File: src/rtl/mux3_rr_arbiter.sv
// Round-robin owner arbiter for a shared 3:1 select mux with a one-cycle turnaround between owners.
// Define HOLD_LIMIT_EN to force an owner out after MAX_HOLD cycles while another requester waits.
module mux3_rr_arbiter #(
  parameter int unsigned MAX_HOLD = 8,
  parameter int unsigned CNT_W    = 4
) (
  input  logic       clk,
  input  logic       rst,
  input  logic [2:0] req,
  output logic [2:0] grant,
  output logic [1:0] sel,
  output logic       busy
);

  typedef enum logic [1:0] {IDLE, OWN, TURN} state_e;

  state_e     state_q, state_d;
  logic [2:0] grant_q, grant_d;
  logic [1:0] ptr_q, ptr_d;
  logic       found;
  logic [1:0] win_idx;
  logic [1:0] cand;
  logic       owner_req;
  logic       force_rel;

  // Search starts one past the last winner and wraps 2 -> 0.
  always_comb begin
    found   = 1'b0;
    win_idx = 2'd0;
    cand    = ptr_q;
    for (int unsigned i = 0; i < 3; i++) begin
      cand = (cand == 2'd2) ? 2'd0 : cand + 2'd1;
      if (!found && req[cand]) begin
        found   = 1'b1;
        win_idx = cand;
      end
    end
  end

  assign owner_req = |(req & grant_q);

`ifdef HOLD_LIMIT_EN
  logic [CNT_W-1:0] cnt_q, cnt_d;
  logic             others_req;

  assign others_req = |(req & ~grant_q);
  assign force_rel  = (cnt_q == CNT_W'(MAX_HOLD - 1)) && others_req;

  always_comb begin
    cnt_d = '0;
    if (state_q == OWN && state_d == OWN) begin
      cnt_d = (&cnt_q) ? cnt_q : cnt_q + CNT_W'(1);
    end
  end

  always_ff @(posedge clk) begin
    if (rst) begin
      cnt_q <= '0;
    end else begin
      cnt_q <= cnt_d;
    end
  end
`else
  logic unused_cfg;

  assign force_rel  = 1'b0;
  assign unused_cfg = ^{MAX_HOLD, CNT_W};
`endif

  always_comb begin
    state_d = state_q;
    grant_d = grant_q;
    ptr_d   = ptr_q;
    case (state_q)
      IDLE: begin
        grant_d = '0;
        if (found) begin
          grant_d = 3'b001 << win_idx;
          ptr_d   = win_idx;
          state_d = OWN;
        end
      end
      OWN: begin
        if (!owner_req || force_rel) begin
          grant_d = '0;
          state_d = TURN;
        end
      end
      TURN: begin
        grant_d = '0;
        state_d = IDLE;
      end
      default: begin
        grant_d = '0;
        state_d = IDLE;
      end
    endcase
  end

  always_ff @(posedge clk) begin
    if (rst) begin
      state_q <= IDLE;
      grant_q <= '0;
      ptr_q   <= 2'd2;
    end else begin
      state_q <= state_d;
      grant_q <= grant_d;
      ptr_q   <= ptr_d;
    end
  end

  always_comb begin
    sel = 2'b00;
    case (grant_q)
      3'b001:  sel = 2'b11;
      3'b010:  sel = 2'b10;
      3'b100:  sel = 2'b01;
      default: sel = 2'b00;
    endcase
  end

  assign grant = grant_q;
  assign busy  = |grant_q;

endmodule

File: config.mk
export PLATFORM = sky130hd
export DESIGN_NAME = mux3_rr_arbiter
export DESIGN_NICKNAME = d
export VERILOG_FILES = /design/src/rtl/mux3_rr_arbiter.sv
export SDC_FILE = /design/constraint.sdc
export NUM_CORES = 1
export LEC_CHECK = 0
export CAP_MARGIN = 20
export CORE_AREA = 10 10 47 49
export CTS_BUF_LIST = sky130_fd_sc_hd__clkbuf_4 sky130_fd_sc_hd__clkbuf_8 sky130_fd_sc_hd__clkbuf_16
export DETAILED_ROUTE_END_ITERATION = 12
export DIE_AREA = 0 0 57 59
export MAX_ROUTING_LAYER = met4
export PLACE_DENSITY = 0.63
export SLEW_MARGIN = 15
export SYNTH_ARGS = -nofsm -noshare
export SYNTH_HDL_FRONTEND = slang
export SYNTH_SLANG_ARGS = --single-unit
File: constraint.sdc
create_clock -name clk -period 2.69 [get_ports clk]
set_clock_uncertainty 0.15 [all_clocks]
set_input_delay 0.807 -clock clk [delete_from_list [all_inputs] [get_ports clk]]
set_output_delay 0.807 -clock clk [all_outputs]
set_load 0.02 [all_outputs]
==> flow_metrics.tcl, run 1 <==
set metrics [dict create \
    outcome "completed" \
    path_max_fanout 6 \
    final_layout_size_suffix_gt1_frac 0.132 \
    clkSinkCount 7 \
    cts.clk_slew.worst_paths_ns 0.06 \
    crit_family "buffers and inverters" \
    cts.htree.levels 1 \
    crit_path_top_delay_cell "sky130_fd_sc_hd__clkdlybuf4s50_1" \
    synthXorXnorAreaFrac 0.0481 \
    die_w_um 57 \
    grt_pass1_vias 324 \
    maxCapViolations 0 \
    finalSetupTns_ns 0 \
    critPathBufInv 1 \
    ctsHoldBuffers 0 \
    mostFrequentLayoutCells "10 x sky130_fd_sc_hd__clkdlybuf4s50_1, 7 x sky130_fd_sc_hd__dfxtp_1, 6 x sky130_fd_sc_hd__nor2_1" \
    dp.final_hpwl_um 673 \
    final.fill_count 147 \
    row_count 14 \
    seq_area_frac_synth 0.385 \
    max_clock_freq_ghz 0.400 \
    layout.area.seq_sq_um 140 \
    postCtsSetupRepairBufs 0 \
    synthesis.area_per_instance_sq_um 9.34 \
    cts_buffer_depth 2 \
    post_synth_and_or_nand_nor_area_fraction 0.282 \
    worst-endpoint-arrival_ns 1.55 \
    post_cts_resized 0 \
    num_io_pins 11 \
    leakage_nw 0.197 \
    critical_path.reg2reg.startpoint "grant[2]$_SDFFE_PP0P_" \
    design.core.area_sq_mm 0.00140 \
    power_density_mw_per_mm2 627 \
    synth_warnings 0 \
    synth_nets 44 \
    area_delta_synth_final_pct 41.2 \
    r2r_setup_slack_ns 1.34 \
    synthCells 39 \
    setup.worst_path.start "grant[0]$_SDFFE_PP0P_" \
    initial_core_util 0.260 \
    globalRoute.totalOverflow 0 \
    yosys_register_bits 7 \
    clockRootBuffer "sky130_fd_sc_hd__clkbuf_4" \
    clkLatencyLatePin_ns 0.26 \
    tritoncts "yes" \
    antenna_violating_nets_post_route 0 \
    start_kind "flop" \
    avgViaCountPerCell 5.06 \
    mostFrequentLayoutCell "sky130_fd_sc_hd__clkdlybuf4s50_1" \
    synth_top_family_by_area "simple AND/OR/NAND/NOR gates" \
    complex_gate_fraction_of_the_synthesized_area 0.247 \
    io_buffers 10 \
    numCtsBuffers 3 \
    worst_r2r_path_depth 4 \
    timing.hold.worst.class "reg -> reg" \
    setup.worst_path.class "reg -> out" \
    slew_violations 0 \
    fin_crit_sh 0.930 \
    final-hold-violation-count 0 \
    timing.final.crit_period_ns 2.50 \
    grt_pass1_wl_um 1400 \
    syn-cell-area_sq_um 364 \
    fp.dieH_um 59 \
    number_of_antenna_violations_at_the_first_check_in_global_routing 0 \
    worst-slew-pin-transition_ns 0.377 \
    critical_path.endpoint_type "output port" \
    track_usage 0.0585 \
    crit_path_max_incr_delay_ns 0.54 \
    die_area_sq_mm 0.00336 \
    routabilityCongestion 0.800 \
    largest_net_degree_at_the_start_of_global_routing 7 \
    total_power_uw 323 \
    number_of_unique_standard_cell_types_used_by_synthesis 24 \
    post_synth_mux_area_share 0.0275 \
    num-nets-final 59 \
    multiInputGateArea_sq_um 220 \
    critPathRequiredTime_ns 1.73 \
    slew_headroom 0.747 \
    rsz0062_at_grt "false" \
    chain_of_cells_forming_the_critical_path "or3_1 -> clkdlybuf4s50_1" \
    yosys_most_used_dff "sky130_fd_sc_hd__dfxtp_1" \
    postSynth.asyncResetShare 0 \
    path_depth 2 \
    synth_edf_count 0 \
    max-vdd-ir-drop_v 0.000182 \
    drcViolationCount 0 \
    num_antenna_cells 0 \
    drt-initial-drc-count 5 \
    worstReg2RegEnd "grant[0]$_SDFFE_PP0P_" \
    vias 349 \
    drt-wirelength-per-cell_um 12.4 \
    adder_cell_fraction_of_synth_area 0 \
    critPathCapture "busy" \
    finalSetupViolations 0 \
    postRouteWirelength_um 856 \
    first_pass_iteration_count_of_the_detailed_router 4 \
]
[how the worst min path moves through the flow]
stage,from,end,depth (start not counted)
after floorplan,state_q[1]$_SDFFE_PP0P_,state_q[1]$_SDFFE_PP0P_,1
after global placement,state_q[1]$_SDFFE_PP0P_,state_q[1]$_SDFFE_PP0P_,1
after detailed placement,state_q[1]$_SDFFE_PP0P_,state_q[1]$_SDFFE_PP0P_,1
after CTS,state_q[1]$_SDFFE_PP0P_,state_q[1]$_SDFFE_PP0P_,1
after global routing,state_q[1]$_SDFFE_PP0P_,state_q[1]$_SDFFE_PP0P_,1
final,state_q[1]$_SDFFE_PP0P_,state_q[1]$_SDFFE_PP0P_,1
[sequential cells by signal, indices dropped and copies added, names as in the netlist]
name,count
state_q,2
grant,3
ptr_q,2
[cell families after synthesis]
kind of cell,Yosys count
AO/OA/AOI/OAI,12
multiplexers,1
XOR/XNOR,2
flip-flops,7
AND/OR/NAND/NOR,16
buffers and inverters,1
[metrics by stage]
step | instances | util | hold slack (ns) | cell area [sq um] | worst slack [ns]
after detailed placement | 65 | 0.346 | 0.331 | 484 | 0.333
after global routing | 69 | 0.367 | 0.383 | 514 | 0.119
after CTS | 69 | 0.367 | 0.348 | 514 | 0.177
final | 69 | 0.367 | 0.343 | 514 | 0.188
after global placement | 65 | 0.346 | 0.335 | 484 | 0.365
after floorplan | 39 | - | 0.300 | 364 | 0.821
[final cells by class]
cell class	count	share of cell area
Timing Repair Buffer	10	0.195
Sequential cell	7	0.273
Clock buffer	4	0.0584
Tap cell	16	0.0389
Multi-Input combinational cell	31	0.428
Inverter	1	0.00730
[routing by layer]
metal / routed length, um / track usage / vias up / share of wire
met5: 0 / - / - / 0
met4: 42 / 0.0705 / 0 / 0.049
met3: 82 / 0.0365 / 4 / 0.096
met2: 365 / 0.0729 / 11 / 0.43
met1: 365 / 0.0553 / 159 / 0.43
li1: - / - / 175 / -
[cell usage after synthesis, types with 2 or more instances]
cell                      n  area share
sky130_fd_sc_hd__dfxtp_1  7        0.38
sky130_fd_sc_hd__nor2_1   6       0.062
sky130_fd_sc_hd__a21oi_1  2       0.027
sky130_fd_sc_hd__a22o_1   2       0.048
sky130_fd_sc_hd__nand2_1  2       0.021
sky130_fd_sc_hd__xnor2_1  2       0.048
[power breakdown]
part / internal [mW] / leakage, nW / total, mW / switching, mW
combinational: 0.0456 / 0.121 / 0.0850 / 0.0394
clock: 0.0670 / 0.0184 / 0.111 / 0.0436
sequential: 0.114 / 0.0578 / 0.127 / 0.0127
Power figures use the tool's default switching activity.
==> run 2: changes to the inputs <==
Settings changed: ABC_CLOCK_PERIOD_IN_PS set to 2690, DONT_BUFFER_PORTS set to 1, GPL_TIMING_DRIVEN set to 1, PLACE_DENSITY 0.63 to 0.53.
==> run 2 against run 1 <==
Net effect: sequential share of layout area is 6.6 points higher; worst setup slack better by 0.30 ns; critical path depth stayed put; register-to-register slack worse by 0.09 ns; largest power group unchanged.
==> flow_metrics.tcl, run 2 (same netlist as run 1, synthesis figures left out) <==
set metrics [dict create \
    tritoncts "yes" \
    antenna_violating_nets_post_route 0 \
    final.fill_count 159 \
    num_antenna_cells 0 \
    drt-wirelength-per-cell_um 13.3 \
    timing.final.crit_period_ns 2.20 \
    drcViolationCount 0 \
    worst-slew-pin-transition_ns 0.393 \
    post_layout_nonfiller_instances 59 \
    globalRoute.totalOverflow 0 \
    slew_violations 0 \
    initial_core_util 0.260 \
    timing.hold.worst.class "reg -> reg" \
    io_buffers 0 \
    number_of_antenna_violations_at_the_first_check_in_global_routing 0 \
    ctsHoldBuffers 0 \
    busiest_layer "met3" \
    clkLatencyLatePin_ns 0.25 \
    die_w_um 57 \
    critical_path.endpoint_type "output port" \
    max-vdd-ir-drop_v 0.000254 \
    first_pass_iteration_count_of_the_detailed_router 4 \
    largest_net_degree_at_the_start_of_global_routing 7 \
    track_usage 0.0551 \
    post-place-ws_ns 0.735 \
    design.core.area_sq_mm 0.00140 \
    postCtsSetupRepairBufs 0 \
    path_max_fanout 6 \
    num-nets-final 49 \
    cts_buffer_depth 2 \
    mostFrequentLayoutCells "7 x sky130_fd_sc_hd__dfxtp_1, 6 x sky130_fd_sc_hd__nor2_1, 4 x sky130_fd_sc_hd__clkbuf_4" \
    grt_pass1_wl_um 1370 \
    grtUsageMet2 0.0605 \
    layout.area.seq_sq_um 140 \
    final_layout_size_suffix_gt1_frac 0.163 \
    final_setup_margin_ns 0.489 \
    dpl.cell_count 55 \
    largest_register_ff_count 3 \
    worst-endpoint-arrival_ns 1.24 \
    final_cell_area_sq_um 414 \
    critPathRequiredTime_ns 1.73 \
    post_cts_resized 0 \
    cts.clk_slew.worst_paths_ns 0.05 \
    row_count 14 \
    mostFrequentLayoutCell "sky130_fd_sc_hd__dfxtp_1" \
    maxCapViolations 0 \
    die_area_sq_mm 0.00336 \
    multiInputGateArea_sq_um 220 \
    whs_ns 0.347 \
    rsz0062_at_grt "false" \
    grt_pass1_vias 315 \
    finalSetupViolations 0 \
    start_kind "flop" \
    setup.worst_path.class "reg -> out" \
    power_density_mw_per_mm2 698 \
    fin_crit_sh 0.818 \
    final-hold-violation-count 0 \
    total_power_uw 289 \
    dp.final_hpwl_um 626 \
    leakage_nw 0.161 \
    clockRootBuffer "sky130_fd_sc_hd__clkbuf_4" \
    num_io_pins 11 \
    numCtsBuffers 3 \
    outcome "completed" \
    cts.htree.levels 1 \
    groute.layer.met1.usage 0.0535 \
    area_delta_synth_final_pct 13.7 \
    max_clock_freq_ghz 0.454 \
    clkSinkCount 7 \
    placed_cell_area_sq_um 384 \
    fp.dieH_um 59 \
    drt-initial-drc-count 8 \
    postRouteWirelength_um 784 \
    slew_headroom 0.737 \
    vias 323 \
    global_route.usage.met3 0.0730 \
    finalSetupTns_ns 0 \
    final_core_utilization 0.296 \
    avgViaCountPerCell 5.47 \
    routabilityCongestion 0.689 \
]
-- run 2: changes by cell type in the layout (fill, tap and decap cells not counted), sizes merged --
cell,delta
clkdlybuf4s50,-10
-- run 2: power by group --
part,switching [mW],internal (mW)
clock,0.0377,0.0666
combinational,0.0285,0.0249
sequential,0.0168,0.114
-- run 2: worst paths after layout --
| kind | start | end | slack, ns | cells after the start |
|---|---|---|---|---|
| worst max-delay path | grant[0]$_SDFFE_PP0P_ | sel[1] | 0.49 | 2 |
| worst min-delay path | state_q[1]$_SDFFE_PP0P_ | state_q[1]$_SDFFE_PP0P_ | 0.35 | 1 |
| worst min register to register | state_q[1]$_SDFFE_PP0P_ | state_q[1]$_SDFFE_PP0P_ | 0.35 | 1 |
| worst max register to register | grant[1]$_SDFFE_PP0P_ | grant[0]$_SDFFE_PP0P_ | 1.25 | 4 |
-- run 2: per-layer routing --
layer | routed length, um | vias to the layer above
li1 | - | 157
met1 | 326 | 145
met2 | 274 | 19
met3 | 180 | 2
met4 | 4 | 0
met5 | 0 | -
-- run 2: cell type report --
type | instances | share of cell area
inverter | 1 | 0.00906
sequential | 7 | 0.338
clock buffer | 4 | 0.0725
multi-input combinational | 31 | 0.532
tap | 16 | 0.0483
-- run 2: critical path: stages, from the launching register on --
cell and delay [ns]:
sky130_fd_sc_hd__dfxtp_1 0.55, sky130_fd_sc_hd__xnor2_1 0.12, sky130_fd_sc_hd__nor2_1 0.33
